$ cat config.mk
export PLATFORM = sky130hd
export DESIGN_NAME = syzygy_adc_frame_align
export DESIGN_NICKNAME = d
export VERILOG_FILES = /design/src/rtl/syzygy_adc_pkg.sv /design/src/rtl/syzygy_adc_frame_align.sv
export SDC_FILE = /design/constraint.sdc
export NUM_CORES = 1
export LEC_CHECK = 0
export BUFFER_PORTS_ARGS = -buffer_cell sky130_fd_sc_hd__buf_2
export CAP_MARGIN = 0
export CELL_PAD_IN_SITES_DETAIL_PLACEMENT = 1
export CELL_PAD_IN_SITES_GLOBAL_PLACEMENT = 1
export CORE_MARGIN = 2
export CORE_UTILIZATION = 35
export DETAILED_ROUTE_END_ITERATION = 8
export PLACE_DENSITY = 0.75
export SYNTH_ARGS = -nofsm -noshare
export SYNTH_HDL_FRONTEND = slang
export SYNTH_SLANG_ARGS = --single-unit
$ cat constraint.sdc
create_clock -name clk -period 1.9 [get_ports clk]
set_input_delay 0.19 -clock clk [delete_from_list [all_inputs] [get_ports clk]]
set_output_delay 0.19 -clock clk [all_outputs]
set_load 0.01 [all_outputs]
$ cat src/rtl/syzygy_adc_pkg.sv
// Shared constants and types for the SYZYGY ADC word-alignment logic.
// Covers lane geometry, the default frame pattern and the alignment FSM states.
package syzygy_adc_pkg;

    localparam int LANE_W    = 8;
    localparam int NUM_LANES = 2;
    localparam int DATA_W    = LANE_W * NUM_LANES;

    // LTC2264-12 frame lane in 1:8 deserialization: four ones, four zeros.
    localparam logic [LANE_W-1:0] FRAME_PATTERN_DEFAULT = 8'hF0;

    typedef enum logic [2:0] {
        ST_WAIT   = 3'd0,
        ST_CHECK  = 3'd1,
        ST_SLIP   = 3'd2,
        ST_VERIFY = 3'd3,
        ST_LOCKED = 3'd4,
        ST_FAIL   = 3'd5
    } align_state_e;

    function automatic logic [3:0] sat_inc4(input logic [3:0] v);
        return (v == 4'hF) ? v : v + 4'd1;
    endfunction

endpackage

$ cat src/rtl/syzygy_adc_frame_align.sv
// Frame-lane word aligner in the ISERDES CLKDIV domain: bitslips until the frame
// word matches, confirms and monitors lock, and registers the data lanes.
module syzygy_adc_frame_align
    import syzygy_adc_pkg::*;
#(
    parameter logic [LANE_W-1:0] FRAME_PATTERN = FRAME_PATTERN_DEFAULT,
    parameter int unsigned       SLIP_WAIT     = 8,
    parameter int unsigned       LOCK_COUNT    = 16,
    parameter int unsigned       ERR_LIMIT     = 4,
    parameter int unsigned       MAX_SLIPS     = 15
) (
    input  logic              clk,
    input  logic              reset,
    input  logic              realign,
    input  logic [LANE_W-1:0] frame_data,
    input  logic [DATA_W-1:0] data_in,
    output logic              bitslip,
    output logic              locked,
    output logic              align_error,
    output logic [3:0]        slip_count,
    output logic [DATA_W-1:0] data_out,
    output logic              data_valid
);

    localparam int WAIT_W  = (SLIP_WAIT > 2) ? $clog2(SLIP_WAIT) : 1;
    localparam int MATCH_W = $clog2(LOCK_COUNT + 1);
    localparam int ERR_W   = $clog2(ERR_LIMIT + 1);

    localparam logic [WAIT_W-1:0]  WAIT_RELOAD = WAIT_W'(SLIP_WAIT - 1);
    localparam logic [MATCH_W-1:0] LOCK_C      = MATCH_W'(LOCK_COUNT);
    localparam logic [ERR_W-1:0]   ERR_C       = ERR_W'(ERR_LIMIT);
    localparam logic [3:0]         MAX_SLIPS_C = 4'(MAX_SLIPS);

    align_state_e        state_q, state_d;
    logic [WAIT_W-1:0]   wait_cnt_q, wait_cnt_d;
    logic [MATCH_W-1:0]  match_cnt_q, match_cnt_d;
    logic [ERR_W-1:0]    err_cnt_q, err_cnt_d;
    logic [3:0]          slip_count_q, slip_count_d;
    logic                bitslip_q, locked_q, align_error_q, data_valid_q;
    logic [DATA_W-1:0]   data_out_q;
    logic                frame_ok;

    assign frame_ok = (frame_data == FRAME_PATTERN);

    // NOTE: every variable gets a default first so no path leaves it unassigned (no latches).
    always_comb begin
        state_d      = state_q;
        wait_cnt_d   = wait_cnt_q;
        match_cnt_d  = match_cnt_q;
        err_cnt_d    = err_cnt_q;
        slip_count_d = slip_count_q;

        if (realign) begin
            state_d      = ST_WAIT;
            wait_cnt_d   = WAIT_RELOAD;
            match_cnt_d  = '0;
            err_cnt_d    = '0;
            slip_count_d = '0;
        end else begin
            unique case (state_q)
                ST_WAIT: begin
                    if (wait_cnt_q == '0) state_d = ST_CHECK;
                    else                  wait_cnt_d = wait_cnt_q - 1'b1;
                end
                ST_CHECK: begin
                    if (frame_ok) begin
                        match_cnt_d = MATCH_W'(1);
                        err_cnt_d   = '0;
                        state_d     = (LOCK_COUNT <= 1) ? ST_LOCKED : ST_VERIFY;
                    end else if (slip_count_q == MAX_SLIPS_C) begin
                        state_d = ST_FAIL;
                    end else begin
                        state_d      = ST_SLIP;
                        slip_count_d = sat_inc4(slip_count_q);
                    end
                end
                ST_VERIFY: begin
                    if (frame_ok) begin
                        match_cnt_d = match_cnt_q + 1'b1;
                        if (match_cnt_d == LOCK_C) begin
                            state_d   = ST_LOCKED;
                            err_cnt_d = '0;
                        end
                    end else if (slip_count_q == MAX_SLIPS_C) begin
                        state_d = ST_FAIL;
                    end else begin
                        state_d      = ST_SLIP;
                        slip_count_d = sat_inc4(slip_count_q);
                    end
                end
                ST_SLIP: begin
                    state_d     = ST_WAIT;
                    wait_cnt_d  = WAIT_RELOAD;
                    match_cnt_d = '0;
                end
                ST_LOCKED: begin
                    if (frame_ok) begin
                        err_cnt_d = '0;
                    end else begin
                        err_cnt_d = err_cnt_q + 1'b1;
                        // Lock is dropped quietly: the next attempt restarts without slipping.
                        if (err_cnt_d == ERR_C) begin
                            state_d      = ST_WAIT;
                            wait_cnt_d   = WAIT_RELOAD;
                            match_cnt_d  = '0;
                            err_cnt_d    = '0;
                            slip_count_d = '0;
                        end
                    end
                end
                ST_FAIL: state_d = ST_FAIL;
                default: begin
                    state_d    = ST_WAIT;
                    wait_cnt_d = WAIT_RELOAD;
                end
            endcase
        end
    end

    // NOTE: sequential state uses non-blocking assignments so all flops update from pre-edge values.
    always_ff @(posedge clk or posedge reset) begin
        if (reset) begin
            state_q       <= ST_WAIT;
            wait_cnt_q    <= WAIT_RELOAD;
            match_cnt_q   <= '0;
            err_cnt_q     <= '0;
            slip_count_q  <= '0;
            bitslip_q     <= 1'b0;
            locked_q      <= 1'b0;
            align_error_q <= 1'b0;
            data_valid_q  <= 1'b0;
            data_out_q    <= '0;
        end else begin
            state_q       <= state_d;
            wait_cnt_q    <= wait_cnt_d;
            match_cnt_q   <= match_cnt_d;
            err_cnt_q     <= err_cnt_d;
            slip_count_q  <= slip_count_d;
            // Outputs decode the next state so they track state_q exactly, glitch-free.
            bitslip_q     <= (state_d == ST_SLIP);
            locked_q      <= (state_d == ST_LOCKED);
            align_error_q <= (state_d == ST_FAIL);
            data_valid_q  <= (state_d == ST_LOCKED);
            data_out_q    <= data_in;
        end
    end

    assign bitslip     = bitslip_q;
    assign locked      = locked_q;
    assign align_error = align_error_q;
    assign slip_count  = slip_count_q;
    assign data_out    = data_out_q;
    assign data_valid  = data_valid_q;

endmodule

# After elaboration in Yosys (flattened, before gate mapping)
# Cells that the tools add are included.
# Widths: inputs -> output; s select.
# totals
reg_bits,37
in_bits,27
output_inout_bits,24
word_cells,78
# op_classes
addsub,4
n_eq_ne,21
mux,33
reduce_logical,11
# ops
operator,count
$mux 3,18
$mux 5,5
$ne 3x3->1 const B,8
$mux 4,5
$pmux 5 s4,1
$pmux 3 s3,2
$eq 3x3->1 const B,5
$pmux 3 s5,1
$reduce_and 5->1,2
$eq 3x2->1 const B,3
$eq 8x8->1 const B,1
$pmux 4 s2,1
$reduce_and 4->1,2
$logic_not 3->1,2
$add 5x1->5 const B,1
$eq 5x5->1 const B,1
$reduce_bool 5->1,1
$add 4x1->4 const B,1
$eq 4x4->1 const B,1
$reduce_bool 4->1,1
$add 3x1->3 const B,1
$eq 3x1->1 const B,1
$reduce_bool 3->1,1
$reduce_or 3->1,1
other kinds (3),3

# Logic depth before layout (Yosys ltp)
# Gate-level depths: netlist of the first run.
# logic_depth
depth_word,7
depth_mapped,7
mapped_depth_nobuf,7

# Least setup slack after synthesis of the first run
# Ideal clock, no wire load.
# synth_timing
path_kind,register -> register
startpoint,register err_cnt_q[0]
endpoint,register match_cnt_q[3]
setup_ns,0.124
t_arrival_ns,1.844
t_required_ns,1.776
path_slack_ns,-0.068
stages_incl_launch_ff,6
n_path_buf,0
cell_sequence,dfrtp_1 -> ha_1 -> xnor2_1 -> a2111oi_0 -> a211oi_1 -> a211o_1
# synth_via
elab_chain_cells,4
# synth_rtl
item,line,rtl
from (decl),syzygy_adc_frame_align.sv:37,"logic [ERR_W-1:0] err_cnt_q, err_cnt_d;"
from (signal assigned),syzygy_adc_frame_align.sv:137,err_cnt_q <= err_cnt_d;
$add 3x1->3,syzygy_adc_frame_align.sv:100,err_cnt_d = err_cnt_q + 1'b1;
$eq 3x3->1,syzygy_adc_frame_align.sv:102,if (err_cnt_d == ERR_C) begin
$ne 3x3->1 (no source line),--,
$reduce_and 5->1 (no source line),--,
to (signal assigned),syzygy_adc_frame_align.sv:136,match_cnt_q <= match_cnt_d;
to (decl),syzygy_adc_frame_align.sv:36,"logic [MATCH_W-1:0] match_cnt_q, match_cnt_d;"
# No other way between the ends.
# A chain may end at the register's enable or synchronous reset.

# Worst setup path after layout of the first run
# layout_timing
startpoint,register err_cnt_q[0]
endpoint,register data_valid_q (netlist: data_valid)
# layout_via
elab_chain_cells,7
# layout_rtl
item,line,rtl
$add 3x1->3,syzygy_adc_frame_align.sv:100,
$eq 3x3->1,syzygy_adc_frame_align.sv:102,
$mux 3,syzygy_adc_frame_align.sv:102,
$mux 3,syzygy_adc_frame_align.sv:97,if (frame_ok) begin
$pmux 3 s5,syzygy_adc_frame_align.sv:60,unique case (state_q)
$mux 3,syzygy_adc_frame_align.sv:53,if (realign) begin
$eq 3x3->1,syzygy_adc_frame_align.sv:143,data_valid_q <= (state_d == ST_LOCKED);
to (signal assigned),syzygy_adc_frame_align.sv:143,
to (decl),syzygy_adc_frame_align.sv:39,"logic bitslip_q, locked_q, align_error_q, data_valid_q;"
# No other way between the ends.

==> results of run 1 <==
cells in the mapped netlist, types with 2 or more instances:
cell type,number
nand2b_1,4
ha_1,6
a2111oi_0,3
a21o_1,2
o21ai_0,6
a211o_1,3
nor3_1,3
nor4_1,2
a21oi_1,7
dfstp_2,3
clkbuf_1,4
a41o_1,2
nor2_1,11
nand2_1,14
nor4b_1,2
nand3_1,6
dfrtp_1,34
inv_1,10
a22o_1,2
nor3b_1,3
a31oi_1,3
state kept, by name, summed over array words and instances (netlist names):
name         flops
bitslip          1
data_out        16
state_q          3
data_valid       1
wait_cnt_q       3
match_cnt_q      5
align_error      1
slip_count       4
err_cnt_q        3
cells by family (layout without fill, tap and decap cells):
kind of cell / count (synthesis) / in the layout / synth area share [%]
XOR/XNOR: 2 / 2 / 1.032
multiplexers: 2 / 2 / 1.253
adder cells (fa/ha/maj): 6 / 6 / 4.421
AND/OR/NAND/NOR: 56 / 56 / 18.79
AO/OA/AOI/OAI: 38 / 38 / 16.21
buffers and inverters: 15 / 97 / 3.537
flip-flops: 37 / 37 / 54.75
power breakdown:
part	total, W	switching (W)	internal, W	leakage (nW)
Clock	0.000724	0.000297	0.000427	0.0574
Combinational	0.000181	0.0000901	0.0000913	0.669
Sequential	0.000851	0.0000185	0.000833	0.468
per-layer routing:
metal / share of wire, % / vias to the layer above / GRT usage, %
li1: - / 724 / -
met4: 0.78 / 0 / 7.273
met1: 42 / 731 / 23.51
met2: 49 / 45 / 31.05
met3: 8.3 / 2 / 8.230
met5: 0 / - / 0
layout make-up:
| type | instances | area [um^2] | area share (%) |
|---|---|---|---|
| multi-input combinational | 104 | 738.2 | 30.70 |
| inverter | 10 | 37.54 | 1.561 |
| tap | 54 | 67.56 | 2.810 |
| timing repair buffer | 79 | 510.5 | 21.23 |
| clock inverter | 2 | 37.54 | 1.561 |
| sequential | 37 | 930.9 | 38.71 |
| clock buffer | 6 | 82.58 | 3.434 |
repair_timing:
item	in CTS	in global routing
endpoints found under the hold margin	24	0
hold buffers	17	0
setup endpoints to repair	7	11
gates resized for setup	2	7
path summary, 6_finish.rpt:
path                            cells past startpoint             to     startpoint
max in group asynchronous                           4  wait_cnt_q[2]          reset
worst max register to register                      6     data_valid   err_cnt_q[0]
worst min-delay path                                2     state_q[2]        realign
worst max-delay path                                6     data_valid   err_cnt_q[0]
worst min register to register                      1  slip_count[3]  slip_count[3]
min in group asynchronous                           4  slip_count[0]          reset
critical path: stages (launching register included):
cell	delay [ns]
dfrtp_1	0.40
ha_2	0.21
xnor2_1	0.23
a2111oi_2	0.08
buf_4	0.16
o311a_2	0.36
nor4_2	0.25
per-stage QoR:
stage                     power [W]  setup TNS, ns
after floorplan           0.0009438              0
after global placement     0.001012       -0.05435
after detailed placement   0.001019       -0.01548
after CTS                  0.001781              0
after global routing       0.001842              0
final                      0.001756              0
==> results.md, run 1 <==
Placement:
- The number of port buffers is 50.
- In this run, placement finished with an instance count of approximately 270.
- The congestion estimate from routability-driven global placement came to slightly above 0.8.
- The post-detailed-placement cell area is 0.002085 mm^2.
- OpenSTA, run right after detailed placement, puts the worst setup slack at -0.01179 ns.
- The final HPWL from detailed placement is ~3000 um.

Timing:
- The worst-margin pin slew is roughly 0.46 ns.
- The worst slew margin relative to its limit is just under 70%.
- Across the routed clock network, the largest skew measured is 0.004633 ns.
- Setup repair after global routing left no endpoint under its margin.
- Setup violations remaining at the end of the flow were counted as 0.
- The maximum clock frequency is between 500 and 600 MHz.
- The final cycle utilization of the critical path is between 90 and 100%.
- Setup slack closes at between 0.1 and 0.15 ns.
- Across all hold checks on the routed design, the worst slack comes to around 0.25 ns.
- The count of endpoints failing hold in the final timing report came to 0.
- The number of pins with negative max-slew slack in the final report came to 0.
- The minimum clock period after layout is roughly 1.8 ns.

Worst hold path:
- The path class of the lowest-slack min-delay path is primary input to flip-flop.

Logic synthesis:
- The leading register cell type out of synthesis is dfrtp_1.
- In the synthesized netlist the async set-or-reset flop fraction comes to 100.0%.
- The top cell type's share of synthesized area is 50.11%.
- The synthesized netlist net count is between 150 and 200.
- The leading area contributor after synthesis is dfrtp_1.
- The post-synth design cell area is 0.001698 mm^2.
- Each instance of the synthesized netlist takes up on average between 10 and 15 um^2.
- The cell count after synthesis is roughly 160.
- The number of different library cells used by synthesis comes to 47.
- The total of flip-flops plus latches after synthesis is 37.
- For this run, the register share of the synthesized area comes to a little over half.
- The count of warnings emitted by yosys is 0.
- Counting flops with a built-in enable in the synthesized netlist gives 0.
- Sorting the synthesized cells by area gives the leading types as dfrtp_1, dfstp_2, ha_1.

Global route:
- The number of global-route vias before repair is ~1700.
- Summed over all layers, the global routing overflow is 0.
- The first-pass GRT wire length is around 7900 um.
- The overall fraction of global-route tracks in use is between 10% and 20%.
- The number of antenna violations at the first check in global routing came to 0.
- The largest net degree at the start of global routing is 38.

Job:
- The count of maximum capacitance violations is 0.

Layout:
- The number of nets in the final layout is 270.
- Once layout is complete, the utilization of the core stands at a little over 50%.
- The post-route cell area is ~0.0024 mm^2.
- In the layout the commonest cells are buf_2, dfrtp_1, dlygate4sd3_1.
- The library cell used most frequently in the layout, excluding fill and tap cells, is buf_2.
- The antenna diode count is 0.
- The post-route non-filler standard cell count is roughly 300.
- The share of cells above drive strength 1 is a little over a third.
- From synthesis to final layout, the design area changed by 41.64%.
- The number of fillers in the final layout is 525.

Clocking:
- TritonCTS built the clock tree.
- For this design, the sink count on the clock tree is 37.
- In this run the clock root is driven by a clkbuf_8.
- The H-tree generated during clock tree synthesis spans 2 levels.
- After clock tree synthesis, the clock-pin slew on the worst setup and hold paths is around 0.080 ns.
- In this run, CTS created clock tree buffers numbering 5.
- No sink is reached through more buffers than the 2 on the longest clock path.
- Buffers added to address setup during post-CTS repair amount to 0.
- Clock latency on the worst-skew pair, taken at its later pin, is between 0.2 and 0.3 ns.

Route:
- The routed design has approximately 4600 um of wire.
- The count of unresolved DRC violations after routing is 0.
- The via count is roughly 1500.
- The routed via count divided by cell count is around 5.1.
- In this run the remaining antenna-violating nets after routing total 0.
- The length of the first detailed-routing pass in iterations is 4.
- The number of DRC markers after the initial detailed-route iteration is 67.
- The routed length per placed instance is 15.75 um.

Floorplan:
- The starting utilization of the core area is about 36%.
- From left edge to right edge, the die measures between 70 and 80 um.
- After floorplanning, the core was sized to cover ~0.0047 mm^2.
- The full die area is roughly 0.0054 mm^2.
- The row count is 25.
- The number of I/O pins is 51.
- The die extent in y is around 74 um.

Setup path:
- Of all nets on the critical path, the largest fanout is 3.
- The required time reported for the critical path endpoint is about 2.1 ns.
- The worst endpoint data arrival time is just under 2 ns.
- The worst setup path is launched from a flip-flop.
- The critical path capture point type is a flip-flop.
- The setup slack on the worst flop-to-flop path is ~0.10 ns.
- The critical path start-end classification is flip-flop to flip-flop.

Power:
- The ratio of total power to cell area is ~730 mW/mm^2.
- The maximum resistive drop on vdd is around 0.45 mV.
- The analysis attributes to cell leakage a power of 1.194 nW.

Status:
- The flow ran to the end, and the final reports show no timing, DRC or antenna violations.
No activity file was read; power rests on OpenSTA's default activity.
==> run 2: changes to the inputs <==
--- a/config.mk
+++ b/config.mk
@@ -5,14 +5,15 @@
 export SDC_FILE = /design/constraint.sdc
 export NUM_CORES = 1
 export LEC_CHECK = 0
+export ABC_AREA = 1
 export BUFFER_PORTS_ARGS = -buffer_cell sky130_fd_sc_hd__buf_2
 export CAP_MARGIN = 0
 export CELL_PAD_IN_SITES_DETAIL_PLACEMENT = 1
 export CELL_PAD_IN_SITES_GLOBAL_PLACEMENT = 1
 export CORE_MARGIN = 2
-export CORE_UTILIZATION = 35
+export CORE_UTILIZATION = 34
 export DETAILED_ROUTE_END_ITERATION = 8
-export PLACE_DENSITY = 0.75
+export PLACE_DENSITY_LB_ADDON = 0.1
 export SYNTH_ARGS = -nofsm -noshare
 export SYNTH_HDL_FRONTEND = slang
 export SYNTH_SLANG_ARGS = --single-unit
==> results.md, run 2 <==
Status:
- Status: finished clean (unchanged).

Timing:
- The minimum clock period after layout is 1.534 ns (was 1.798 ns).
- The worst slew margin relative to its limit came to 65.87% (was 69.29%).
- The final cycle utilization of the critical path came to 80.75% (was 94.64%).
- The count of endpoints failing hold in the final timing report is 0 (unchanged).
- The worst-case clock skew was 0.008372 ns (was 0.004633 ns).
- The worst-margin pin slew is 0.5114 ns (was 0.4606 ns).
- The final setup TNS came to 0 ns (unchanged).
- The number of pins with negative max-slew slack in the final report is 0 (unchanged).
- The setup violation total in the final timing report is 0 (unchanged).
- The maximum clock frequency was 651.8 MHz (was 556.1 MHz).
- Setup repair after global routing missed its margin: false (unchanged).

Global route:
- The number of global-route vias before repair was 1599 (was 1672).
- The number of antenna violations at the first check in global routing is 0 (unchanged).
- The first-pass GRT wire length came to 7486 um (was 7935 um).
- The largest net degree at the start of global routing was 28 (was 38).
- The global route total overflow came to 0 (unchanged).
- The overall fraction of global-route tracks in use was 17.84% (was 19.51%).

Layout:
- The area of combinational cells with multiple inputs is 723.2 um^2 (was 738.2 um^2).
- The core utilization of the finished layout was 46.90% (was 51.25%).
- The flip-flop count of the largest register, all copies and words added is 16 (unchanged).
- The signed area change from the synthesized netlist to the final layout is 35.29% (was 41.64%).
- The share of cells above drive strength 1 is 32.34% (was 36.55%).
- The number of fillers in the final layout is 614 (was 525).
- The antenna diode count is 0 (unchanged).
- The area taken by flip-flops and latches was 929.6 um^2 (was 930.9 um^2).
- Most frequent cells in the layout: nand2_1, buf_2, dfrtp_1 (was buf_2, dfrtp_1, dlygate4sd3_1).
- The number of nets in the final layout is 301 (was 270).

Route:
- The length of the first detailed-routing pass in iterations is 4 (unchanged).
- The total wire length after detailed routing is 4491 um (was 4599 um).
- The number of nets still failing antenna checks after routing is 0 (unchanged).
- The routed length per placed instance came to 13.25 um (was 15.75 um).
- The via count is 1536 (was 1502).
- The routed via count divided by cell count was 4.531 (was 5.144).
- The number of DRC markers after the initial detailed-route iteration came to 72 (was 67).
- The count of unresolved DRC violations after routing is 0 (unchanged).

Setup path:
- The largest fanout of any net on the critical path is 5 (was 3).
- The critical path capture point type is a flip-flop (unchanged).
- The worst-path cell with the longest stage delay was dfrtp_1 (unchanged).
- The required time reported for the critical path endpoint is 2.09 ns (about the same).
- The start of the worst register-to-register path is slip_count[0] (was err_cnt_q[0]).
- The logic depth of the worst register-to-register path is 11 (was 6).
- The worst flop-to-flop path endpoint is data_valid (unchanged).
- The most repeated library cell on the critical path is nand2_1.
- The worst path buffer plus inverter count is 2 (was 1).
- The critical path start-end classification is flip-flop to flip-flop (unchanged).
- The worst endpoint data arrival time is 1.73 ns (was 1.99 ns).
- The total number of cells along the worst setup path is 11 (was 6).
- Cells along the critical path: ha_1, nand2_1, inv_2, nand2_1, inv_1, nand2_1, nor2_1, nor2_1, nand2_1, nand2_1, nor2_1 (was ha_2, xnor2_1, a2111oi_2, buf_4, o311a_2, nor4_2).
- The setup slack on the worst flop-to-flop path is 0.37 ns (was 0.10 ns).
- The largest stage delay on the critical path was 0.42 ns (was 0.40 ns).
- The startpoint type of the worst setup path is a flip-flop (unchanged).
- The cell type group with the largest total delay on the critical path is simple AND/OR/NAND/NOR gates (was compound AO/OA/AOI/OAI gates).

Floorplan:
- The full die area is 0.005730 mm^2 (was 0.005424 mm^2).
- The row count was 26 (was 25).
- The starting utilization of the core area is 34.67% (was 36.19%).
- The width of the die is 75.70 um (was 73.65 um).
- The die extent in y is 75.70 um (was 73.65 um).
- The number of I/O pins is 51 (unchanged).
- The area of the placeable core came to 0.005042 mm^2 (was 0.004692 mm^2).

Clocking:
- The clock latency reported for the late side of the worst-skew pair came to 0.30 ns (was 0.29 ns).
- The clock tree root driver cell is clkbuf_8 (unchanged).
- The number of H-tree levels is 2 (unchanged).
- The clock tree from TritonCTS was done (unchanged).
- The clock slew seen by the registers of the worst setup and hold paths is 0.08 ns (about the same).
- The number of buffers added by the clock tree synthesis step is 5 (unchanged).
- The setup fix buffers added after clock tree synthesis is 0 (unchanged).
- The maximum buffer depth of the clock tree came to 2 (unchanged).
- The clock sink count came to 37 (unchanged).
- The count of cells resized by post-cts repair is 0 (was 2).
- The number of hold buffers added after cts is 17 (unchanged).

Logic synthesis:
- The fraction of registers with async set or reset after synthesis was 100.0% (unchanged).
- The leading register cell type out of synthesis is dfrtp_1 (unchanged).
- The sequential area share after synthesis was 53.19% (was 54.75%).
- The number of flops mapped to enable cells by yosys came to 0 (unchanged).
- Top cells by instance count after synthesis: nand2_1, dfrtp_1, nand3_1, inv_1, nor2_1 (was dfrtp_1, nand2_1, nor2_1, inv_1, a21oi_1).
- The post-synthesis cell type count is 31 (was 47).
- The library cell with the highest instance count after synthesis is nand2_1 (was dfrtp_1).
- The leading area contributor after synthesis is dfrtp_1 (unchanged).
- The total of flip-flops plus latches after synthesis is 37 (unchanged).
- The cell count after synthesis is 194 (was 156).
- The count of warnings emitted by yosys was 0 (unchanged).
- The top cell type's share of synthesized area is 48.68% (was 50.11%).
- The per-instance average area after synthesis came to 9.010 um^2 (was 10.88 um^2).
- The post-synth design cell area is 0.001748 mm^2 (was 0.001698 mm^2).
- The synthesized netlist net count is 227 (was 189).
- Ranking of synthesized cells by area: dfrtp_1, nand2_1, nand3_1 (was dfrtp_1, dfstp_2, ha_1).

Power:
- The static leakage power came to 1.190 nW (was 1.194 nW).
- The total power of the final layout is 0.001632 W (was 0.001756 W).
- The maximum resistive drop on vdd came to 0.4935 mV (was 0.4510 mV).
- The ratio of total power to cell area is 689.9 mW/mm^2 (was 730.3 mW/mm^2).

Worst hold path:
- The worst hold path cell count is 2 (unchanged).
- The launch instance of the worst min-delay path is realign (unchanged).
- The endpoint of the worst hold-timing path is state_q[0] (was state_q[2]).
- The path class of the lowest-slack min-delay path is primary input to flip-flop (unchanged).

Placement:
- The final weighted congestion of routability-driven global placement is 0.7671 (was 0.8234).
- The final HPWL from detailed placement is 3142 um (was 3079 um).
- The number of port buffers is 50 (unchanged).

Job:
- The count of maximum capacitance violations came to 0 (unchanged).
==> run 2: area by class of cell <==
class	count	share of cell area (%)
well taps	70	3.704
repair buffers	69	18.94
multi-input cells	133	30.58
flip-flops and latches	37	39.31
inverters	22	3.492
clock buffers	5	2.910
clock inverters	3	1.058
==> run 2: through the flow <==
stage	area (um^2)	hold slack [ns]	worst slack, ns	cells
global route	2365	0.1359	0.1866	339
detailed placement	2101	0.2508	0.3650	314
finish	2365	0.1329	0.3657	339
global placement	2101	0.2243	0.3596	314
CTS	2365	0.1277	0.3487	339
floorplan	1748	0.2214	0.4874	194
==> run 2: layer usage <==
layer / vias to the layer above / GRT usage (%) / part of all wire (%) / routed length, um
li1: 767 / - / - / -
met1: 728 / 22.30 / 44 / 1975
met2: 34 / 29.95 / 51 / 2280
met3: 7 / 4.762 / 3.7 / 164
met4: 0 / 6.043 / 1.6 / 71
met5: - / 0 / 0 / 0
==> run 2: where the power goes <==
part           total, W  leakage, nW  internal, W  switching, W
clock          0.000579       0.0447     0.000265      0.000314
sequential     0.000851        0.465     0.000829     0.0000225
combinational  0.000201        0.680    0.0000979      0.000103
total           0.00163         1.19      0.00119      0.000440
==> run 2: cells by family (layout without fill, tap and decap cells) <==
kind of cell / after synthesis / in the layout / synth area share [%]
simple gates: 105 / 105 / 29.28
flops: 37 / 37 / 53.19
buf+inv: 24 / 99 / 5.440
compound gates: 20 / 20 / 6.801
fa+ha+maj: 6 / 6 / 4.295
xor+xnor: 2 / 2 / 1.002
==> run 2: worst max-delay path by stage <==
stage                               end  slack (ns)          start
after floorplan             align_error        0.49  slip_count[0]
after global placement     err_cnt_q[0]        0.36     state_q[2]
after detailed placement     data_valid        0.36   err_cnt_q[0]
after CTS                    data_valid        0.35   err_cnt_q[0]
after global routing      wait_cnt_q[2]        0.19   err_cnt_q[0]
final                        data_valid        0.37  slip_count[0]
==> run 3: changes to the inputs <==
--- a/config.mk
+++ b/config.mk
@@ -5,13 +5,13 @@
 export SDC_FILE = /design/constraint.sdc
 export NUM_CORES = 1
 export LEC_CHECK = 0
-export ABC_AREA = 1
+export ABC_AREA = 0
 export BUFFER_PORTS_ARGS = -buffer_cell sky130_fd_sc_hd__buf_2
 export CAP_MARGIN = 0
 export CELL_PAD_IN_SITES_DETAIL_PLACEMENT = 1
 export CELL_PAD_IN_SITES_GLOBAL_PLACEMENT = 1
 export CORE_MARGIN = 2
-export CORE_UTILIZATION = 34
+export CORE_UTILIZATION = 35
 export DETAILED_ROUTE_END_ITERATION = 8
 export PLACE_DENSITY_LB_ADDON = 0.1
 export SYNTH_ARGS = -nofsm -noshare
==> constraint.sdc (replaced) <==
create_clock -name clk -period 1.4 [get_ports clk]
set_input_delay 0.14 -clock clk [delete_from_list [all_inputs] [get_ports clk]]
set_output_delay 0.14 -clock clk [all_outputs]
set_load 0.01 [all_outputs]
==> results.md, run 3 (synthesized netlist as in run 1, its figures left out) <==
Status:
- Status: finished with violations (was finished clean).
- The checks that failed: negative setup slack.

Layout:
- The area of combinational cells with multiple inputs is 938.4 um^2 (was 723.2 um^2).
- The number of nets in the final layout is 306 (was 301).
- The post-route non-filler standard cell count was 328 (was 339).
- The area taken by flip-flops and latches is 933.4 um^2 (was 929.6 um^2).
- The signed area change from the synthesized netlist to the final layout came to 67.94% (was 35.29%).
- The antenna diode count was 0 (unchanged).
- The number of fillers in the final layout is 523 (was 614).
- The share of cells above drive strength 1 is 54.38% (was 32.34%).
- The flip-flop count of the largest register, all copies and words added is 16 (unchanged).
- The post-route cell area is 0.002851 mm^2 (was 0.002365 mm^2).
- Most frequent cells in the layout: buf_2, buf_4, dfrtp_1 (was nand2_1, buf_2, dfrtp_1).
- The library cell used most frequently in the layout, excluding fill and tap cells, is buf_2.

Power:
- The internal cell power came to 0.001651 W (was 0.001191 W).
- The sequential fraction of design power came to 52.1% (was 52.2%).
- The static leakage power is 1.403 nW (was 1.190 nW).
- The ratio of total power to cell area is 781.3 mW/mm^2 (was 689.9 mW/mm^2).
- The combinational power share was 14.9% (was 12.3%).
- The proportion of total power due to net switching is 25.91% (was 26.97%).
- The clock group share of total power is 33.0% (was 35.5%).
- The maximum resistive drop on vdd is 0.7673 mV (was 0.4935 mV).
- The switching power is 0.0005772 W (was 0.0004401 W).

Route:
- The routed length per placed instance came to 17.79 um (was 13.25 um).
- The total wire length after detailed routing is 5836 um (was 4491 um).
- The count of unresolved DRC violations after routing is 0 (unchanged).
- The number of DRC markers after the initial detailed-route iteration is 39 (was 72).
- The via count is 1700 (was 1536).
- The number of nets still failing antenna checks after routing came to 0 (unchanged).
- The routed via count divided by cell count was 5.183 (was 4.531).
- The length of the first detailed-routing pass in iterations is 4 (unchanged).

Timing:
- The final setup TNS is -4.025 ns (was 0 ns).
- The setup violation total in the final timing report is 20 (was 0).
- The final cycle utilization of the critical path is 120.5% (was 80.75%).
- The worst-margin pin slew is 0.4753 ns (was 0.5114 ns).
- The maximum clock frequency is 592.6 MHz (was 651.8 MHz).
- The final critical-path setup slack was -0.2875 ns (was 0.3657 ns).
- The worst slew margin relative to its limit came to 68.31% (was 65.87%).
- The count of endpoints failing hold in the final timing report is 0 (unchanged).
- The number of pins with negative max-slew slack in the final report was 0 (unchanged).
- The worst-case clock skew is 0.007515 ns (was 0.008372 ns).
- The minimum clock period after layout is 1.687 ns (was 1.534 ns).
- Setup repair after global routing missed its margin: true (was false).

Setup path:
- The startpoint type of the worst setup path is a flip-flop (unchanged).
- The largest fanout of any net on the critical path came to 3 (was 5).
- The critical path capture point type is a flip-flop (unchanged).
- The required time reported for the critical path endpoint is 1.60 ns (was 2.09 ns).
- The logic depth of the worst register-to-register path is 6 (was 11).
- The start of the worst register-to-register path is match_cnt_q[3] (was slip_count[0]).
- The worst flop-to-flop path endpoint is data_valid (unchanged).
- The setup slack on the worst flop-to-flop path is -0.29 ns (was 0.37 ns).
- The critical path start-end classification is flip-flop to flip-flop (unchanged).
- The worst endpoint data arrival time is 1.89 ns (was 1.73 ns).

Floorplan:
- The starting utilization of the core area is 36.19% (was 34.67%).
- The row count is 25 (was 26).
- The full die area is 0.005424 mm^2 (was 0.005730 mm^2).
- The width of the die is 73.65 um (was 75.70 um).
- The die extent in y was 73.65 um (was 75.70 um).
- The area of the placeable core is 0.004692 mm^2 (was 0.005042 mm^2).
- The number of I/O pins came to 51 (unchanged).

Job:
- The count of maximum capacitance violations is 0 (unchanged).

Clocking:
- The clock latency reported for the late side of the worst-skew pair is 0.29 ns (was 0.30 ns).
- The maximum buffer depth of the clock tree came to 2 (unchanged).
- The number of buffers added by the clock tree synthesis step is 5 (unchanged).
- The clock tree from TritonCTS is done (unchanged).
- The number of H-tree levels is 2 (unchanged).
- The clock slew seen by the registers of the worst setup and hold paths is 0.08 ns (about the same).
- The clock sink count was 37 (unchanged).
- The clock tree root driver cell was clkbuf_8 (unchanged).

Worst hold path:
- The worst hold path cell count is 5 (was 2).
- The path class of the lowest-slack min-delay path is primary input to flip-flop (unchanged).
- The endpoint of the worst hold-timing path is match_cnt_q[2] (was state_q[0]).
- The launch instance of the worst min-delay path is frame_data[3] (was realign).

Placement:
- The final weighted congestion of routability-driven global placement is 0.8984 (was 0.7671).
- The worst setup timing slack at the placement stage is -0.3379 ns (was 0.3650 ns).
- The cell count after placement is 299 (was 314).
- The number of port buffers is 50 (unchanged).
- The post-detailed-placement cell area is 0.002454 mm^2 (was 0.002101 mm^2).
- The final HPWL from detailed placement is 3916 um (was 3142 um).

Global route:
- The number of global-route vias before repair was 1873 (was 1599).
- The first-pass GRT wire length came to 9487 um (was 7486 um).
- The overall fraction of global-route tracks in use came to 23.82% (was 17.84%).
- The number of antenna violations at the first check in global routing is 0 (unchanged).
- The largest net degree at the start of global routing was 38 (was 28).
- The global route total overflow is 0 (unchanged).
run 3: worst max-delay path by stage:
stage,cells after the start,from,endpoint
2_1_floorplan,5,err_cnt_q[0],match_cnt_q[3]
3_3_place_gp,6,err_cnt_q[1],match_cnt_q[2]
3_5_place_dp,7,frame_data[2],data_valid
4_1_cts,5,err_cnt_q[0],match_cnt_q[4]
5_1_grt,5,err_cnt_q[1],match_cnt_q[3]
6_report,6,match_cnt_q[3],data_valid
run 3: what timing repair did:
action                                 CTS  global route
hold buffers                            17             0
setup buffers                            3             1
endpoints found under the hold margin   50             0
setup endpoints to repair               20            20
pin swaps                                6             6
resized for setup                       21             8
run 3: final cells by class:
| type | count | area share [%] |
|---|---|---|
| multi-input combinational | 104 | 32.91 |
| sequential | 37 | 32.73 |
| timing repair buffer | 115 | 27.78 |
| clock buffer | 6 | 2.545 |
| tap | 54 | 2.369 |
| inverter | 10 | 1.316 |
| clock inverter | 2 | 0.3510 |
run 3: worst max-delay path: stages (launching register included):
cell	delay, ns
dfrtp_1	0.41
buf_6	0.13
a21oi_2	0.10
a32o_2	0.17
or4b_4	0.48
o311a_4	0.17
nor4_4	0.14
run 3: per-layer routing:
metal  vias up  GRT usage (%)  part of all wire, %
met5         -              0                    0
met4         0          6.869                  1.5
met3         8          6.584                  5.9
met2        60          40.28                   52
met1       833          29.71                   41
li1        799              -                    -
run 3: per-stage QoR:
| step | util, % | total power (W) | hold slack, ns |
|---|---|---|---|
| 2_1_floorplan | - | 0.001308 | 0.1714 |
| 3_3_place_gp | 52.29 | 0.001431 | 0.2477 |
| 3_5_place_dp | 52.29 | 0.001457 | 0.2494 |
| 4_1_cts | 60.16 | 0.002236 | 0.2743 |
| 5_1_grt | 60.77 | 0.002329 | 0.3158 |
| 6_report | 60.77 | 0.002228 | 0.2853 |
run 3: power by group through the flow:
| stage | Clock [W] | Sequential, W | Combinational, W |
|---|---|---|---|
| after floorplan | 0 | 0.00119 | 0.000120 |
| after global placement | 0 | 0.00117 | 0.000257 |
| after detailed placement | 0 | 0.00118 | 0.000281 |
| after CTS | 0.000754 | 0.00116 | 0.000326 |
| after global routing | 0.000799 | 0.00116 | 0.000365 |
| final | 0.000736 | 0.00116 | 0.000332 |
